[src/rtl/fp_pkg.sv]
// Shared floating-point helpers for magnitude reductions (max-abs, min-abs,
// argmin style blocks).
//
// Contents:
//   SP_/HP_ EXP_W/MAN_W : default field widths for single and half precision
//   fsm_state_e         : frame FSM states shared by the reducers
//   fp_is_nan           : exponent all-ones and mantissa non-zero
//   fp_is_inf           : exponent all-ones and mantissa zero
//   fp_mag_gt(a, b)     : unsigned compare of {exp, man}, sign ignored
//
// Operands are passed zero-extended to 64 bits, along with the field widths,
// so one set of functions serves every parametrisation with
// 1 + EXP_W + MAN_W <= 64.
package fp_pkg;

  localparam int unsigned SP_EXP_W = 8;
  localparam int unsigned SP_MAN_W = 23;
  localparam int unsigned HP_EXP_W = 5;
  localparam int unsigned HP_MAN_W = 10;

  typedef enum logic [1:0] {
    IDLE,
    ACCUM,
    RESULT
  } fsm_state_e;

  // Extract an unsigned bit field [lsb +: width] from v; width must be < 64.
  function automatic logic [63:0] fp_field(input logic [63:0]   v,
                                           input int unsigned lsb,
                                           input int unsigned width);
    logic [63:0] mask;
    mask = (64'd1 << width) - 64'd1;
    return (v >> lsb) & mask;
  endfunction

  function automatic logic fp_is_nan(input logic [63:0]   v,
                                     input int unsigned exp_w,
                                     input int unsigned man_w);
    logic [63:0] ones;
    ones = (64'd1 << exp_w) - 64'd1;
    return (fp_field(v, man_w, exp_w) == ones) && (fp_field(v, 0, man_w) != 64'd0);
  endfunction

  function automatic logic fp_is_inf(input logic [63:0]   v,
                                     input int unsigned exp_w,
                                     input int unsigned man_w);
    logic [63:0] ones;
    ones = (64'd1 << exp_w) - 64'd1;
    return (fp_field(v, man_w, exp_w) == ones) && (fp_field(v, 0, man_w) == 64'd0);
  endfunction

  // IEEE encodings order correctly by magnitude as plain unsigned integers
  // once the sign is removed: denormals < normals < Inf < NaN payloads.
  function automatic logic fp_mag_gt(input logic [63:0]   a,
                                     input logic [63:0]   b,
                                     input int unsigned exp_w,
                                     input int unsigned man_w);
    return fp_field(a, 0, exp_w + man_w) > fp_field(b, 0, exp_w + man_w);
  endfunction

endpackage

[src/rtl/fp_mag_cmp.sv]
// Combinational magnitude compare of two floats {sign, exp, man}.
//
// Ports:
//   cand_i      : incoming candidate element
//   held_i      : currently held element
//   cand_wins_o : candidate strictly larger in magnitude and held is not NaN
//   cand_nan_o  : candidate is NaN
//   cand_inf_o  : candidate is +/-Inf
//   held_nan_o  : held element is NaN
//   held_inf_o  : held element is +/-Inf
//
// Strictly-greater means ties (including +0/-0 and Inf/Inf) keep the held
// element. A NaN candidate needs no special case: its {exp, man} pattern is
// above every non-NaN pattern, so the unsigned compare already makes it win.
// A held NaN is never displaced, not even by a larger NaN payload.
module fp_mag_cmp
  import fp_pkg::*;
#(
  parameter int unsigned EXP_W = SP_EXP_W,
  parameter int unsigned MAN_W = SP_MAN_W,
  localparam int unsigned W    = 1 + EXP_W + MAN_W
) (
  input  logic [W-1:0] cand_i,
  input  logic [W-1:0] held_i,
  output logic         cand_wins_o,
  output logic         cand_nan_o,
  output logic         cand_inf_o,
  output logic         held_nan_o,
  output logic         held_inf_o
);

  logic [63:0] cand_x;
  logic [63:0] held_x;

  always_comb begin
    cand_x      = 64'(cand_i);
    held_x      = 64'(held_i);
    cand_nan_o  = fp_is_nan(cand_x, EXP_W, MAN_W);
    cand_inf_o  = fp_is_inf(cand_x, EXP_W, MAN_W);
    held_nan_o  = fp_is_nan(held_x, EXP_W, MAN_W);
    held_inf_o  = fp_is_inf(held_x, EXP_W, MAN_W);
    cand_wins_o = !held_nan_o && fp_mag_gt(cand_x, held_x, EXP_W, MAN_W);
  end

endmodule

[src/rtl/fp_max_abs_reduce.sv]
// Streaming max-abs reducer: one float per clock, one result per frame.
//
// Ports:
//   clk, rstn           : rising-edge clock, asynchronous active-low reset
//   in_valid/in_ready   : input handshake; in_ready = !out_valid || out_ready
//   in_data             : element {sign, exp, man}
//   in_last             : final element of the frame
//   out_valid/out_ready : result handshake; result held stable while stalled
//   out_mag             : winning {exp, man} with the sign bit cleared
//   out_sign            : original sign of the winner
//   out_idx             : zero-based frame index of the winner
//   out_count           : elements in the frame, saturating at 2^IDX_W-1
//   out_nan             : winner is NaN
//   out_ovf             : frame ran past 2^IDX_W-1 elements
//
// The running max registers track the open frame; a separate set of result
// registers is loaded on the edge accepting the in_last beat, so a new frame
// can start while the previous result is being popped (zero bubble).
module fp_max_abs_reduce
  import fp_pkg::*;
#(
  parameter int unsigned EXP_W = SP_EXP_W,
  parameter int unsigned MAN_W = SP_MAN_W,
  parameter int unsigned IDX_W = 16,
  localparam int unsigned W    = 1 + EXP_W + MAN_W
) (
  input  logic             clk,
  input  logic             rstn,
  input  logic             in_valid,
  output logic             in_ready,
  input  logic [W-1:0]     in_data,
  input  logic             in_last,
  output logic             out_valid,
  input  logic             out_ready,
  output logic [W-1:0]     out_mag,
  output logic             out_sign,
  output logic [IDX_W-1:0] out_idx,
  output logic [IDX_W-1:0] out_count,
  output logic             out_nan,
  output logic             out_ovf
);

  localparam logic [IDX_W-1:0] CNT_MAX = '1;

  fsm_state_e state_q, state_d;

  // Running state of the open frame.
  logic [W-2:0]     run_mag_q, run_mag_d;
  logic             run_sign_q, run_sign_d;
  logic [IDX_W-1:0] run_idx_q, run_idx_d;
  logic [IDX_W-1:0] cnt_q, cnt_d;
  logic             ovf_q, ovf_d;
  logic             run_nan_d;

  // Result registers presented on the output port.
  logic [W-2:0]     res_mag_q;
  logic             res_sign_q;
  logic [IDX_W-1:0] res_idx_q;
  logic [IDX_W-1:0] res_cnt_q;
  logic             res_nan_q;
  logic             res_ovf_q;

  logic accept;
  logic first_beat;
  logic cnt_sat;
  logic cand_wins, cand_nan, cand_inf, held_nan, held_inf;

  fp_mag_cmp #(
    .EXP_W (EXP_W),
    .MAN_W (MAN_W)
  ) u_cmp (
    .cand_i      (in_data),
    .held_i      ({1'b0, run_mag_q}),
    .cand_wins_o (cand_wins),
    .cand_nan_o  (cand_nan),
    .cand_inf_o  (cand_inf),
    .held_nan_o  (held_nan),
    .held_inf_o  (held_inf)
  );

  assign out_valid  = (state_q == RESULT);
  assign in_ready   = !out_valid || out_ready;
  assign accept     = in_valid && in_ready;
  // Outside ACCUM any accepted beat opens a new frame; in RESULT this only
  // happens together with out_ready, i.e. the pop and the load share a cycle.
  assign first_beat = (state_q != ACCUM);
  assign cnt_sat    = (cnt_q == CNT_MAX);

  assign out_mag   = {1'b0, res_mag_q};
  assign out_sign  = res_sign_q;
  assign out_idx   = res_idx_q;
  assign out_count = res_cnt_q;
  assign out_nan   = res_nan_q;
  assign out_ovf   = res_ovf_q;

  // Running max / index / count update.
  always_comb begin
    run_mag_d  = run_mag_q;
    run_sign_d = run_sign_q;
    run_idx_d  = run_idx_q;
    cnt_d      = cnt_q;
    ovf_d      = ovf_q;
    run_nan_d  = held_nan;
    if (accept) begin
      if (first_beat) begin
        run_mag_d  = in_data[W-2:0];
        run_sign_d = in_data[W-1];
        run_idx_d  = '0;
        cnt_d      = IDX_W'(1);
        ovf_d      = 1'b0;
        run_nan_d  = cand_nan;
      end else begin
        if (cand_wins) begin
          run_mag_d  = in_data[W-2:0];
          run_sign_d = in_data[W-1];
          run_nan_d  = cand_nan;
          // Until saturation the count before this beat is its index; once
          // saturated the index is no longer representable and stays frozen.
          if (!cnt_sat) begin
            run_idx_d = cnt_q;
          end
        end
        if (cnt_sat) begin
          ovf_d = 1'b1;
        end else begin
          cnt_d = cnt_q + IDX_W'(1);
        end
      end
    end
  end

  // Frame FSM.
  always_comb begin
    state_d = state_q;
    case (state_q)
      IDLE: begin
        if (accept) begin
          state_d = in_last ? RESULT : ACCUM;
        end
      end
      ACCUM: begin
        if (accept && in_last) begin
          state_d = RESULT;
        end
      end
      RESULT: begin
        if (out_ready) begin
          if (accept) begin
            state_d = in_last ? RESULT : ACCUM;
          end else begin
            state_d = IDLE;
          end
        end
      end
      default: state_d = IDLE;
    endcase
  end

  always_ff @(posedge clk or negedge rstn) begin
    if (!rstn) begin
      state_q    <= IDLE;
      run_mag_q  <= '0;
      run_sign_q <= 1'b0;
      run_idx_q  <= '0;
      cnt_q      <= '0;
      ovf_q      <= 1'b0;
    end else begin
      state_q    <= state_d;
      run_mag_q  <= run_mag_d;
      run_sign_q <= run_sign_d;
      run_idx_q  <= run_idx_d;
      cnt_q      <= cnt_d;
      ovf_q      <= ovf_d;
    end
  end

  always_ff @(posedge clk or negedge rstn) begin
    if (!rstn) begin
      res_mag_q  <= '0;
      res_sign_q <= 1'b0;
      res_idx_q  <= '0;
      res_cnt_q  <= '0;
      res_nan_q  <= 1'b0;
      res_ovf_q  <= 1'b0;
    end else if (accept && in_last) begin
      res_mag_q  <= run_mag_d;
      res_sign_q <= run_sign_d;
      res_idx_q  <= run_idx_d;
      res_cnt_q  <= cnt_d;
      res_nan_q  <= run_nan_d;
      res_ovf_q  <= ovf_d;
    end
  end

  // A held NaN or a held Inf tied by another Inf must never be displaced.
  a_held_kept : assert property (@(posedge clk) disable iff (!rstn)
    !(cand_wins && (held_nan || (held_inf && cand_inf))));

endmodule

[config.mk]
export PLATFORM = sky130hd
export DESIGN_NAME = fp_max_abs_reduce
export DESIGN_NICKNAME = d
export VERILOG_FILES = /design/src/rtl/fp_pkg.sv /design/src/rtl/fp_mag_cmp.sv /design/src/rtl/fp_max_abs_reduce.sv
export SDC_FILE = /design/constraint.sdc
export NUM_CORES = 1
export LEC_CHECK = 0
export ABC_CLOCK_PERIOD_IN_PS = 2100
export CORE_MARGIN = 2
export CORE_UTILIZATION = 45
export DETAILED_ROUTE_END_ITERATION = 8
export PLACE_DENSITY = 0.71
export SETUP_SLACK_MARGIN = 0.02
export SYNTH_ARGS = -nofsm -noshare
export SYNTH_HDL_FRONTEND = slang
export SYNTH_SLANG_ARGS = --single-unit
[constraint.sdc]
create_clock -name clk -period 2.1 [get_ports clk]
set_input_delay 0.525 -clock clk [delete_from_list [all_inputs] [get_ports clk]]
set_output_delay 0.525 -clock clk [all_outputs]
set_load 0.02 [all_outputs]
==> results.toml, run 1 <==
[route]
vias = 6004
wl_per_cell_um = 19.58
wirelength_met1_mm = 8.173
top_layer_used = "met4"
vias_per_cell = 5.575
met2WireLength_mm = 11.20
ant_nets = 0
drt_first_pass_iters = 6
wl_met3_mm = 1.035
routed_wl_mm = 21.09
drc_errors = 0
drt-initial-drc-count = 380

[critical_path]
cp_common_cell = "buf_4"
cp-start-kind = "flop"
cpMaxStageDelayCell = "dfrtp_1"
crit_family = "buffers and inverters"
path_buf_inv = 5
endpoint_kind = "flop"
cp.required_ps = 2410
arrival_ps = 2990
cp_cell_sequence = "inv_2 > ha_4 > nand4_1 > buf_4 > nor4_4 > buf_4 > o2111ai_4 > o211ai_4 > buf_6 > buf_16 > mux2i_2 > a21oi_1"
crit_type = "flop to flop"
critPathMaxFanout = 8
cpPeakStageDelay_ps = 390

[placed_design]
place_ws_ps = -1168
dp_hpwl_mm = 13.29
gp_congestion = 0.8616
portBuffers = 104

[timing]
holdWs_ps = 17.14
setup_viol = 97
hold_viol_final = 0
fmax_ghz = 0.3730
worst_slack_ps = -581.1
slew_violations = 0
fin_skew_ps = 6.840
rsz0062_at_grt = "yes"
min_period_ps = 2681
finalCritPeriodShare_pct = 127.7

[clock_tree]
cts.htree.levels = 4
cts_tree = "yes"
root_buffer = "clkbuf_16"
clk_path_buf_depth = 2
clk_pin_slew_ps = 60
numCtsBuffers = 17
cts_num_sinks = 133
clk_latency_ps = 430
hold_buffers = 0

[synthesis]
ys_types = 49
yosysSeqAreaShare_pct = 50.08
synthArstFlopShare_pct = 100.0
synth.net_count = 700
synth_edf_count = 0
ys_seq_elements = 133
yosys_warnings = 0
syn-mean-instance-area_um2 = 10.53
ys.flop_type = "dfrtp_1"
synth_area_um2 = 6646
synth_cells = 631

[floorplanning]
ioPinCount = 106
core.rowCount = 44
core_um2 = 14480
die-height_um = 125.5
die_area_um2 = 15760
dieWidth_um = 125.5
start_util_pct = 45.90

[cells_and_area]
most-common-layout-cells = "133 x dfrtp_1, 132 x buf_4, 72 x clkdlybuf4s50_1"
syn2layout_area_growth_pct = 56.40
regArea_um2 = 3328
layout_commonest_cell = "dfrtp_1"
drive_above_1_share_pct = 34.23
fillers = 939
multi_input_area_um2 = 3680
nets = 947

[hold_path]
holdCritPathClass = "primary input to async pin"

[global_route]
grt_pass1_wl_mm = 32.27
gr-usage-all-layers_pct = 25.96
grt_pass1_vias = 6314
grt_start_max_net_pins = 40
overflow = 0
antenna_found_initial = 2

[pwr]
vdd.ir_drop.worst_v = 0.0006004
power.static_leakage_nw = 4.904
power_density_nw_per_um2 = 889.9

[flow_run]
maxCapViolCount = 0

[run_status]
outcome = "complete, but fails checks"
violations = "negative setup slack"
==> sequential cells by signal, summed over array words and instances, names as in the netlist <==
name        count
out_ovf         1
ovf_q           1
out_sign        1
out_count      16
out_idx        16
run_idx_q      16
run_sign_q      1
state_q         2
run_mag_q      31
out_nan         1
cnt_q          16
res_mag_q      31
==> Yosys cell counts (2+ instances only) <==
| master | number | area share (%) |
|---|---|---|
| a21o_1 | 5 | 0.56 |
| buf_4 | 4 | 0.45 |
| nand4_1 | 14 | 1.3 |
| xnor2_1 | 10 | 1.3 |
| o21ai_0 | 20 | 1.5 |
| xor2_1 | 3 | 0.40 |
| clkbuf_1 | 17 | 0.96 |
| and2_1 | 2 | 0.19 |
| nand2_1 | 56 | 3.2 |
| o31ai_1 | 12 | 1.4 |
| mux2_1 | 30 | 5.1 |
| a22o_1 | 16 | 2.1 |
| inv_1 | 38 | 2.1 |
| dfrtp_1 | 133 | 50 |
| nor2_1 | 58 | 3.3 |
| nor4_1 | 14 | 1.3 |
| nor2b_1 | 3 | 0.28 |
| ha_1 | 32 | 6.0 |
| nand3_1 | 13 | 0.98 |
| mux2i_1 | 48 | 7.2 |
| mux2_2 | 6 | 1.0 |
| and3_1 | 2 | 0.19 |
| a21oi_1 | 53 | 4.0 |
| nor3_1 | 8 | 0.60 |
| o21ai_1 | 4 | 0.30 |
| a211oi_1 | 2 | 0.23 |
| buf_6 | 6 | 1.0 |
==> power breakdown <==
group	internal, mW	switching, mW	total (mW)
clock	1.88	1.20	3.08
sequential	2.88	0.226	3.11
combinational	1.59	1.48	3.07
==> kinds of logic after synthesis <==
family / share of synthesized area (%)
mux: 13.33
simple gates: 12.42
other cells: 0.05642
xor+xnor: 1.713
fa+ha+maj: 6.024
compound gates: 11.65
flops: 50.08
buf+inv: 4.725
==> stage by stage <==
step                      instances  TNS, ps  util, %  power [mW]  cell area, µm²
after floorplan                 631   -23820        -       4.501            6974
after global placement         1013  -103400    62.68       5.574            9075
after detailed placement       1013  -112970    62.68       5.664            9075
after CTS                      1063   -42510    69.22       8.968           10020
after global routing           1077   -55640    71.79       9.599           10400
final                          1077   -49760    71.79       9.251           10400
==> worst paths after layout <==
| path | cells after the start | from | slack, ps | endpoint |
|---|---|---|---|---|
| max reg2reg | 12 | run_mag_q[20]$_DFF_PN0_ | -580 | res_mag_q[4]$_DFFE_PN0P_ |
| min in group clk | 2 | out_count[11]$_DFFE_PN0P_ | 480 | out_count[11]$_DFFE_PN0P_ |
| min reg2reg | 2 | out_count[11]$_DFFE_PN0P_ | 480 | out_count[11]$_DFFE_PN0P_ |
| max in group asynchronous | 2 | rstn | 1450 | cnt_q[3]$_DFF_PN0_ |
| min | 1 | rstn | 20 | cnt_q[2]$_DFF_PN0_ |
| max | 12 | run_mag_q[20]$_DFF_PN0_ | -580 | res_mag_q[4]$_DFFE_PN0P_ |
==> repair_timing <==
action | 4_1_cts | 5_1_grt
gates resized for setup | 66 | 62
setup buffers | 15 | 12
pin swaps | 32 | 67
hold endpoints to repair | 0 | 0
setup endpoints to repair | 104 | 117
cloned | 4 | 3
==> routing by layer <==
layer / track usage [%] / vias to the layer above
met5: 0 / -
met4: 10.00 / 0
met3: 5.734 / 59
met2: 45.66 / 207
met1: 31.02 / 2996
li1: - / 2742
==> area by class of cell <==
cell class | count | share of cell area (%)
flip-flops and latches | 133 | 32.02
clock inverters | 14 | 1.709
clock buffers | 18 | 4.129
diodes | 2 | 0.04815
well taps | 184 | 2.215
multi-input cells | 432 | 35.40
inverters | 38 | 1.372
repair buffers | 256 | 23.11
Power figures use the tool's default switching activity.
==> run 2, diff against run 1 <==
--- a/config.mk
+++ b/config.mk
@@ -5,11 +5,12 @@
 export SDC_FILE = /design/constraint.sdc
 export NUM_CORES = 1
 export LEC_CHECK = 0
-export ABC_CLOCK_PERIOD_IN_PS = 2100
+export ABC_CLOCK_PERIOD_IN_PS = 2700
+export CORE_ASPECT_RATIO = 1.4
 export CORE_MARGIN = 2
 export CORE_UTILIZATION = 45
 export DETAILED_ROUTE_END_ITERATION = 8
-export PLACE_DENSITY = 0.71
+export PLACE_DENSITY = 0.68
 export SETUP_SLACK_MARGIN = 0.02
 export SYNTH_ARGS = -nofsm -noshare
 export SYNTH_HDL_FRONTEND = slang
==> constraint.sdc (replaced) <==
create_clock -name clk -period 2.7 [get_ports clk]
set_input_delay 0.675 -clock clk [delete_from_list [all_inputs] [get_ports clk]]
set_output_delay 0.675 -clock clk [all_outputs]
set_load 0.02 [all_outputs]
==> run 2 against run 1 <==
Hold slack gained 34 ps. Via count shrank 3.5%. Sequential power shrank 21%. Fmax shrank 9.2%. Total power shrank 23%. Utilization shrank 3.1 points. Global-route usage shrank 1.3 points. First-iteration DRC count shrank 28%. Highest routed layer unchanged. Wire length shrank 3.1%. Worst setup slack gained 330 ps. Cell count shrank 3.9%. The flow still finishes with violations (negative setup slack). Clock power shrank 22%.
==> results.toml, run 2 (synthesis gave the netlist of run 1 again) <==
[run_status]
outcome = "complete, but fails checks"
violations = "negative setup slack"

[timing]
finalCritPeriodShare_pct = 109.4
worst_slack_ps = -253.3
fin_tns_setup_ps = -8216
hold_viol_final = 0
slew_headroom_pct = 64.19
fin_skew_ps = 10.82
min_period_ps = 2953
rsz0062_at_grt = "yes"
setup_viol = 66
slew_violations = 0
fmax_ghz = 0.3386
tightest_slew_ps = 532.3

[critical_path]
endpoint_kind = "flop"
cpPeakStageDelay_ps = 440
crit_family = "simple AND/OR/NAND/NOR gates"
cp_cell_sequence = "buf_4 > nor4_1 > nand4_1 > o21ai_2 > nand2_4 > o211ai_4 > buf_6 > buf_4 > mux2i_1 > a21oi_1"
worst-path-stages = 10
cp.required_ps = 2990
crit_type = "flop to flop"
cp_common_cell = "buf_4"
critPathMaxFanout = 10
cp-start-kind = "flop"
r2r_cells = 10
cpMaxStageDelayCell = "nor4_1"
arrival_ps = 3240
path_buf_inv = 3

[hold_path]
holdCritPathClass = "primary input to async pin"

[cells_and_area]
syn2layout_area_growth_pct = 49.27
nets = 902
fin_util_pct = 68.69
reg_top3 = "res_mag_q (31), run_mag_q (31)"
instances_no_fill = 1035
drive_above_1_share_pct = 29.79
n_antenna_cell = 0
most-common-layout-cells = "130 x dfrtp_1, 87 x buf_4, 71 x clkdlybuf4s50_1"
layout_commonest_cell = "dfrtp_1"

[placed_design]
dp_hpwl_mm = 12.52
portBuffers = 104
place_ws_ps = -733.2
place_inst = 961
gp_congestion = 0.8744

[global_route]
grt_pass1_vias = 5880
overflow = 0
antenna_found_initial = 0
grt_start_max_net_pins = 91
gr-usage-all-layers_pct = 24.61
grt_pass1_wl_mm = 30.30

[pwr]
vdd.ir_drop.worst_v = 0.0004562
power.static_leakage_nw = 4.583
power_mw = 7.086
power_density_nw_per_um2 = 714.2
p_int_mw = 4.888
pwr-share-comb_pct = 31.3
pwr-share-seq_pct = 34.9
p_sw_mw = 2.197
sw_frac_of_total_pct = 31.01
clockPowerShare_pct = 33.8

[route]
drt-initial-drc-count = 273
met2WireLength_mm = 10.94
ant_nets = 0
wirelength_met1_mm = 7.771
drt_first_pass_iters = 5
wl_per_cell_um = 19.74
wl_met3_um = 872
top_layer_used = "met4"
routed_wl_mm = 20.43
vias_per_cell = 5.596
drc_errors = 0
vias = 5792

[clock_tree]
cts.htree.levels = 4
root_buffer = "clkbuf_16"
clk_path_buf_depth = 2
clk_latency_ps = 430
cts_num_sinks = 133
cts_tree = "yes"
clk_pin_slew_ps = 60
numCtsBuffers = 17

[floorplanning]
dieWidth_um = 106.7
die_area_um2 = 15770
start_util_pct = 46.02
core_um2 = 14440
die-height_um = 147.8
ioPinCount = 106
core.rowCount = 52

[flow_run]
maxCapViolCount = 0
run 2: metrics by stage:
stage | instance area, µm² | hold slack (ps)
final | 9921 | 51.34
after global routing | 9921 | 42.82
after CTS | 9507 | 49.58
after detailed placement | 8334 | 469.8
after global placement | 8334 | 464.6
after floorplan | 6646 | 379.4
run 2: worst paths after layout:
path	endpoint	start	slack, ps
max	res_mag_q[23]$_DFFE_PN0P_	run_mag_q[13]$_DFF_PN0_	-250
min	out_idx[9]$_DFFE_PN0P_	rstn	50
max reg2reg	res_mag_q[23]$_DFFE_PN0P_	run_mag_q[13]$_DFF_PN0_	-250
min reg2reg	out_idx[4]$_DFFE_PN0P_	out_idx[4]$_DFFE_PN0P_	470
max in group asynchronous	run_mag_q[21]$_DFF_PN0_	rstn	1930
min in group clk	out_idx[4]$_DFFE_PN0P_	out_idx[4]$_DFFE_PN0P_	470
run 2: layout make-up:
cell class / instances / area (µm²)
fillers: 1063 / 4523
multi-input cells: 432 / 3576
flip-flops and latches: 133 / 3332
repair buffers: 211 / 2023
clock buffers: 21 / 460.4
well taps: 189 / 236.5
clock inverters: 11 / 150.1
inverters: 38 / 142.6
run 2: power by group through the flow:
| stage | Sequential (mW) | Clock, mW | Combinational (mW) |
|---|---|---|---|
| 2_1_floorplan | 2.58 | 0 | 0.759 |
| 3_3_place_gp | 2.47 | 0 | 1.54 |
| 3_5_place_dp | 2.49 | 0 | 1.59 |
| 4_1_cts | 2.46 | 2.42 | 1.90 |
| 5_1_grt | 2.50 | 2.52 | 2.36 |
| 6_report | 2.47 | 2.39 | 2.22 |
run 2: layer usage:
metal	vias to the layer above	global-route usage, %
met5	-	0
met4	0	10.45
li1	2636	-
met2	195	44.04
met1	2902	28.22
met3	59	5.159
run 2: repair_timing:
| action | 4_1_cts | 5_1_grt |
|---|---|---|
| setup buffers | 16 | 22 |
| gates resized for setup | 100 | 88 |
| hold buffers | 0 | 0 |
| setup endpoints to repair | 98 | 95 |
| cloned | 6 | 1 |
| pin swaps | 44 | 31 |
